`src/rtl/dmem_sram_bridge.sv`:
```
// -----------------------------------------------------------------------------
// dmem_sram_bridge
//
// Purpose:
//   Responder end of the execute-stage data-memory request interface. It turns
//   each held request (en / wen / addr / wdata) into exactly one transaction
//   on an SRAM-like bus (req / wr / size / addr / wdata, addr_ok / data_ok).
//   The pipeline is stalled until the transaction completes, and load data is
//   returned to the memory stage with a one-cycle valid pulse.
//
// Ports:
//   clk, rst_n          clock, asynchronous active-low reset
//   flush_i             pipeline flush from the controller
//   mem_en_i            request valid from execute (held while stalled)
//   mem_wen_i[3:0]      byte write enables, 0000 = load
//   mem_addr_i[31:0]    byte address
//   mem_wdata_i[31:0]   lane-aligned store data
//   mem_rdata_o[31:0]   load data (full word)
//   mem_rvalid_o        one-cycle pulse, load completed
//   mem_stallreq_o      stall request to the controller
//   data_req_o          bus request
//   data_wr_o           bus write (1) / read (0)
//   data_size_o[1:0]    0 = byte, 1 = half, 2 = word
//   data_addr_o[31:0]   bus address
//   data_wdata_o[31:0]  bus write data
//   data_addr_ok_i      bus accepted the request
//   data_data_ok_i      bus data phase done
//   data_rdata_i[31:0]  bus read data
//   stall_cnt_o         saturating count of stalled cycles
//
// States:
//   state  | meaning
//   -------+---------------------------------------------------------------
//   IDLE   | no transaction; accepts a new request when en & ~flush
//   REQ    | data_req_o high, bus outputs held until addr_ok
//   WAIT   | address accepted, waiting for data_ok
//   DONE   | one-cycle completion; rvalid for non-cancelled loads
// -----------------------------------------------------------------------------
module dmem_sram_bridge #(
    parameter int CNT_W = 16
) (
    input  logic             clk,
    input  logic             rst_n,
    input  logic             flush_i,
    input  logic             mem_en_i,
    input  logic [3:0]       mem_wen_i,
    input  logic [31:0]      mem_addr_i,
    input  logic [31:0]      mem_wdata_i,
    output logic [31:0]      mem_rdata_o,
    output logic             mem_rvalid_o,
    output logic             mem_stallreq_o,
    output logic             data_req_o,
    output logic             data_wr_o,
    output logic [1:0]       data_size_o,
    output logic [31:0]      data_addr_o,
    output logic [31:0]      data_wdata_o,
    input  logic             data_addr_ok_i,
    input  logic             data_data_ok_i,
    input  logic [31:0]      data_rdata_i,
    output logic [CNT_W-1:0] stall_cnt_o
);

    typedef enum logic [1:0] {
        S_IDLE = 2'd0,
        S_REQ  = 2'd1,
        S_WAIT = 2'd2,
        S_DONE = 2'd3
    } state_t;

    state_t            state_q, state_d;
    logic              wr_q, wr_d;
    logic [1:0]        size_q, size_d;
    logic [31:0]       addr_q, addr_d;
    logic [31:0]       wdata_q, wdata_d;
    logic [31:0]       rdata_q, rdata_d;
    logic              cancel_q, cancel_d;
    logic [CNT_W-1:0]  stall_cnt_q, stall_cnt_d;

    logic              accept;
    logic              stall;
    logic [1:0]        req_size;

    // Contiguous half-word enables map to size 1, single lanes to size 0;
    // anything irregular (and loads) is issued as a full word.
    function automatic logic [1:0] size_from_wen(input logic [3:0] wen);
        logic [1:0] sz;
        case (wen)
            4'b1111:                            sz = 2'd2;
            4'b0011, 4'b1100:                   sz = 2'd1;
            4'b0001, 4'b0010, 4'b0100, 4'b1000: sz = 2'd0;
            default:                            sz = 2'd2;
        endcase
        return sz;
    endfunction

    always_comb begin
        state_d     = state_q;
        wr_d        = wr_q;
        size_d      = size_q;
        addr_d      = addr_q;
        wdata_d     = wdata_q;
        rdata_d     = rdata_q;
        cancel_d    = cancel_q;

        req_size    = size_from_wen(mem_wen_i);
        accept      = (state_q == S_IDLE) & mem_en_i & ~flush_i;
        stall       = accept | (state_q == S_REQ) | (state_q == S_WAIT);

        case (state_q)
            S_IDLE: begin
                if (accept) begin
                    state_d  = S_REQ;
                    wr_d     = |mem_wen_i;
                    size_d   = req_size;
                    addr_d   = (req_size == 2'd2) ? {mem_addr_i[31:2], 2'b00}
                                                  : mem_addr_i;
                    wdata_d  = mem_wdata_i;
                    cancel_d = 1'b0;
                end
            end
            S_REQ: begin
                if (data_addr_ok_i) begin
                    // Once the bus owns the request it must run to completion;
                    // a flush only suppresses the response.
                    cancel_d = cancel_q | flush_i;
                    if (data_data_ok_i) begin
                        state_d = S_DONE;
                        if (!wr_q) begin
                            rdata_d = data_rdata_i;
                        end
                    end else begin
                        state_d = S_WAIT;
                    end
                end else if (flush_i) begin
                    state_d = S_IDLE;
                end
            end
            S_WAIT: begin
                cancel_d = cancel_q | flush_i;
                if (data_data_ok_i) begin
                    state_d = S_DONE;
                    if (!wr_q) begin
                        rdata_d = data_rdata_i;
                    end
                end
            end
            S_DONE: begin
                // The request still held on mem_en_i belongs to this
                // transaction, so it is not re-accepted here.
                state_d  = S_IDLE;
                cancel_d = 1'b0;
            end
            default: begin
                state_d = S_IDLE;
            end
        endcase

        if (stall && !(&stall_cnt_q)) begin
            stall_cnt_d = stall_cnt_q + CNT_W'(1);
        end else begin
            stall_cnt_d = stall_cnt_q;
        end
    end

    always_ff @(posedge clk or negedge rst_n) begin
        if (!rst_n) begin
            state_q     <= S_IDLE;
            wr_q        <= 1'b0;
            size_q      <= 2'd0;
            addr_q      <= 32'd0;
            wdata_q     <= 32'd0;
            rdata_q     <= 32'd0;
            cancel_q    <= 1'b0;
            stall_cnt_q <= '0;
        end else begin
            state_q     <= state_d;
            wr_q        <= wr_d;
            size_q      <= size_d;
            addr_q      <= addr_d;
            wdata_q     <= wdata_d;
            rdata_q     <= rdata_d;
            cancel_q    <= cancel_d;
            stall_cnt_q <= stall_cnt_d;
        end
    end

    assign data_req_o     = (state_q == S_REQ);
    assign data_wr_o      = wr_q;
    assign data_size_o    = size_q;
    assign data_addr_o    = addr_q;
    assign data_wdata_o   = wdata_q;
    assign mem_rdata_o    = rdata_q;
    assign mem_rvalid_o   = (state_q == S_DONE) & ~wr_q & ~cancel_q;
    assign mem_stallreq_o = stall;
    assign stall_cnt_o    = stall_cnt_q;

endmodule

```
`config.mk`:
```
export PLATFORM = sky130hd
export DESIGN_NAME = dmem_sram_bridge
export DESIGN_NICKNAME = d
export VERILOG_FILES = /design/src/rtl/dmem_sram_bridge.sv
export SDC_FILE = /design/constraint.sdc
export NUM_CORES = 1
export LEC_CHECK = 0
export ABC_AREA = 1
export BUFFER_PORTS_ARGS = -buffer_cell sky130_fd_sc_hd__buf_2
export CAP_MARGIN = 20
export CORE_AREA = 3 3 125 127
export DETAILED_ROUTE_END_ITERATION = 8
export DIE_AREA = 0 0 128 130
export GPL_TIMING_DRIVEN = 1
export PLACE_DENSITY = 0.57
export SLEW_MARGIN = 15
export SYNTH_ARGS = -nofsm -noshare
export SYNTH_HDL_FRONTEND = slang
export SYNTH_SLANG_ARGS = --single-unit
```
`constraint.sdc`:
```
create_clock -name clk -period 2.9 [get_ports clk]
set_clock_uncertainty 0.15 [all_clocks]
set_input_delay 0.29 -clock clk [delete_from_list [all_inputs] [get_ports clk]]
set_output_delay 0.29 -clock clk [all_outputs]
set_load 0.02 [all_outputs]
```
# Word level (Yosys, flattened, before mapping)
# Cells that the tools add are included.
[word_totals]
regBits = 118
output_inout_bits = 118
[classes]
mux = 15
n_eq_ne = 14
add_sub_neg = 1
reduce_logical = 12
n_bitwise = 10
[ops]
columns = ["operator", "n"]
rows = [
  ["two-way mux 32 bit", 3],
  ["case mux 32 bit (2 select lines)", 1],
  ["adder 16 x 1 -> 16 bit (second input constant)", 1],
  ["AND reduction 16 bit", 1],
  ["two-way mux 2 bit", 5],
  ["equality test 4 x 2 -> 1 bit (second input constant)", 2],
  ["equality test 4 bit (second input constant)", 2],
  ["case mux 2 bit (4 select lines)", 1],
  ["OR reduction 4 bit", 2],
  ["equality test 2 bit (second input constant)", 3],
  ["AND reduction 2 bit", 3],
  ["bitwise AND 1 bit", 4],
  ["equality test 4 x 1 -> 1 bit (second input constant)", 1],
  ["equality test 4 x 3 -> 1 bit (second input constant)", 1],
  ["inequality test 2 bit (second input constant)", 2],
  ["case mux 1 bit (4 select lines)", 1],
  ["case mux 2 bit (2 select lines)", 1],
  ["two-way mux 1 bit", 3],
  ["inequality test 3 x 2 -> 1 bit (second input constant)", 1],
  ["inverter 1 bit", 3],
  ["bitwise OR 1 bit", 3],
  ["AND reduction 3 bit", 1],
  ["equality test 2 x 1 -> 1 bit (second input constant)", 1],
  ["logical NOT 2 bit", 1],
  ["5 further kinds", 5],
]

# Longest topological paths before layout
[logic_depth]
word_depth = 6
mapped_depth = 10

# Worst setup path after synthesis
# OpenSTA, ideal clock, no wires.
[synth_timing]
kind = "reg2reg"
startpoint = "reg with a tool-made name"
endpoint = "reg stall_cnt_q[2] (netlist: stall_cnt_o[2])"
slack_ps = 1089
path_stages_with_launch = 11
t_arrival_ps = 1539
synth_period_minus_slack_ps = 1811
n_path_buf = 1
path_cell_list = "dfrtp_1 > inv_1 > ha_1 > inv_2 > nand2_2 > nor2_2 > inv_1 > o21ai_2 > buf_6 > nand2_1 > o21ai_2"
[synth_lines]
columns = ["element", "line_no", "rtl"]
rows = [
  ["end signal: assignment", "183", "stall_cnt_q <= stall_cnt_d;"],
  ["end: declaration", "77", "logic [CNT_W-1:0] stall_cnt_q, stall_cnt_d;"],
]

==> flow_metrics.py <==
metrics = {
    "outcome": {
        "outcome": "finished clean",
    },
    "cells_and_area": {
        "layout_common_cells": "nand2_1, buf_2, dfrtp_1",
        "final_cells": 1125,
        "nNetsFinal": 1038,
        "fin_area_um2": 7980,
        "area_growth_pct": 57.3,
        "final_layout_size_suffix_gt1_frac": 0.301,
        "layout_commonest_cell": "nand2_1",
    },
    "clock_tree": {
        "cts_tree": "yes",
        "post_cts_buffers": 0,
        "cts_buffers": 17,
        "clk_pin_slew_ns": 0.05,
        "cts.sinks": 118,
        "clockRootBuffer": "clkbuf_16",
        "htree_levels": 4,
        "worstSkewPairLatency_ns": 0.40,
        "clockBufferDepth": 2,
    },
    "timing": {
        "slew_violations": 0,
        "setup_tns_ns": 0,
        "period_minus_slack_ns": 2.26,
        "rsz0062_at_grt": "false",
        "hold_viol_final": 0,
        "clock.fmax_mhz": 443,
        "relSlewSlack": 0.574,
        "max_slew.worst_pin.slew_ns": 0.638,
        "fin_crit_sh": 0.779,
        "setup_violations": 0,
    },
    "floorplanning": {
        "start_util": 0.349,
        "die_h_um": 130,
        "die_w_um": 128,
        "die_area_um2": 16600,
        "core_um2": 14500,
        "rows": 44,
        "num_io_pins": 224,
    },
    "synth": {
        "syn-cell-area_um2": 5070,
        "synthTopCellsByArea": "dfrtp_1, nand2_1, nand3_1",
        "yosys.area.top_type": "dfrtp_1",
        "synth_fp_nets": 716,
        "seq_area_frac_synth": 0.582,
        "syn_avg_cell_area_um2": 8.39,
        "synth_cells": 605,
        "ys.warnings.count": 0,
        "synth_cell_types": 27,
        "yosysTopAreaCellShare": 0.582,
        "ys_ff_latch": 118,
    },
    "power_and_ir_drop": {
        "clockPowerShare": 0.261,
        "peakVddDrop_mv": 0.536,
        "power_frac_seq": 0.346,
        "internal_power_uw": 4790,
        "p_sw_frac": 0.406,
        "power_leakage_uw": 0.00434,
        "combPwrFrac": 0.394,
        "power_switching_uw": 3280,
        "p_total_uw": 8070,
        "power_density_nw_per_um2": 1010,
    },
    "worst_setup_path": {
        "critPathMaxFanout": 32,
        "crit_arrival_ns": 2.40,
        "ff2ff_setup_slack_ns": 0.64,
        "rr_worst_depth": 10,
        "cp.required_ns": 3.04,
        "cp-end-kind": "flop",
        "critPathLaunchType": "flop",
        "critPathKind": "flop to flop",
    },
    "global_routing": {
        "grt_max_degree": 70,
        "grt_pass1_vias": 4794,
        "antenna_found_initial": 0,
        "grt_pass1_wl_um": 24100,
        "grtUsageTotal": 0.184,
        "grt_overflow": 0,
    },
    "place": {
        "dp.cells": 995,
        "placed_cell_area_um2": 6400,
        "portBuffers": 223,
        "gp_congestion": 0.761,
        "dpl.hpwl_um": 9920,
    },
    "detailed_routing": {
        "wl_um": 15100,
        "drt_iter0_drc": 233,
        "routedWlPerCell_um": 13.5,
        "drtAntennaViolNets": 0,
        "vias": 4950,
        "drc": 0,
        "drtPass1Iterations": 4,
        "via_per_inst": 4.40,
    },
    "hold_path": {
        "hold_depth": 3,
        "hold_path.class": "input pin to flop",
    },
    "flow_run": {
        "cap_violations": 0,
    },
}
## power groups by stage
stage | clock (uW) | sequential, uW | combinational, uW
floorplan | 0 | 3620 | 1140
global placement | 0 | 2800 | 3080
detailed placement | 0 | 2780 | 3130
CTS | 2160 | 2790 | 3220
global route | 2250 | 2880 | 3510
finish | 2100 | 2790 | 3180
## worst max-delay path, cell delays in order (launching register included)
cell and delay (ns):
dfrtp_1 0.39, inv_1 0.09, ha_1 0.21, inv_2 0.07, nor2_1 0.08, nor3_4 0.48
buf_16 0.22, nand2_1 0.06, buf_4 0.24, nand2_1 0.10, nand2_1 0.05
## flip-flops by register name, indices dropped and copies added (netlist names), named ones only
register,cells
cancel_q,1
mem_rdata_o,32
state_q,1
stall_cnt_o,16
data_addr_o,32
data_wr_o,1
data_size_o,2
data_wdata_o,32
## cells by family after synthesis
logic type	Yosys count	synth area share
AOI/OAI and AO/OA	25	0.0318
adders and majority gates	5	0.0123
xor gates and xnor gates	6	0.0104
buffers and inverters	49	0.0431
DFF	118	0.582
and+or+nand+nor	402	0.321
## cell type report
type | count | area (um^2)
inverter | 24 | 90.1
multi-input combinational | 438 | 1910
tap | 184 | 230
fill | 1334 | 6550
antenna | 1 | 2.50
clock inverter | 11 | 123
clock buffer | 21 | 480
sequential | 118 | 2950
timing repair buffer | 328 | 2190
## worst paths after layout
path	endpoint	startpoint
setup / recovery	mem_rdata_o[21]	flop
hold / removal	cancel_q	flush_i
setup reg to reg	mem_rdata_o[21]	flop
hold reg to reg	mem_rdata_o[2]	mem_rdata_o[2]
max in group asynchronous	data_wdata_o[0]	rst_n
min in group asynchronous	stall_cnt_o[11]	rst_n
## Yosys cell counts, drive strengths merged
cell type and n:
nor3 1, nand3 44, dfrtp 118, nand2 324, o21a 1, o21ai 19
inv 24, a31oi 1, xor2 2, clkbuf 9, nand4 4, a22o 1
xnor2 4, buf 16, o211ai 1, nor2 28, or2 1, ha 5
a21oi 2
## what timing repair did
| action | CTS | global route |
|---|---|---|
| hold buffers | 97 | 0 |
| hold endpoints to repair | 214 | 0 |
| setup endpoints to repair | 0 | 0 |
| gates resized for setup | 0 | 0 |
## per-layer routing
metal | GRT usage | part of all wire | up-vias
met5 | 0 | 0 | -
li1 | - | - | 2531
met3 | 0.0549 | 0.069 | 15
met1 | 0.238 | 0.43 | 2231
met2 | 0.291 | 0.48 | 173
met4 | 0.0724 | 0.014 | 0
## metrics by stage
step | setup slack [ns] | hold slack, ns | utilization
after floorplan | 1.09 | -0.156 | -
after global placement | 0.378 | -0.0187 | 0.439
after detailed placement | 0.619 | -0.0208 | 0.441
after CTS | 0.612 | 0.0473 | 0.549
after global routing | 0.413 | 0.0790 | 0.549
final | 0.640 | 0.0620 | 0.549
Power figures use the tool's default switching activity.
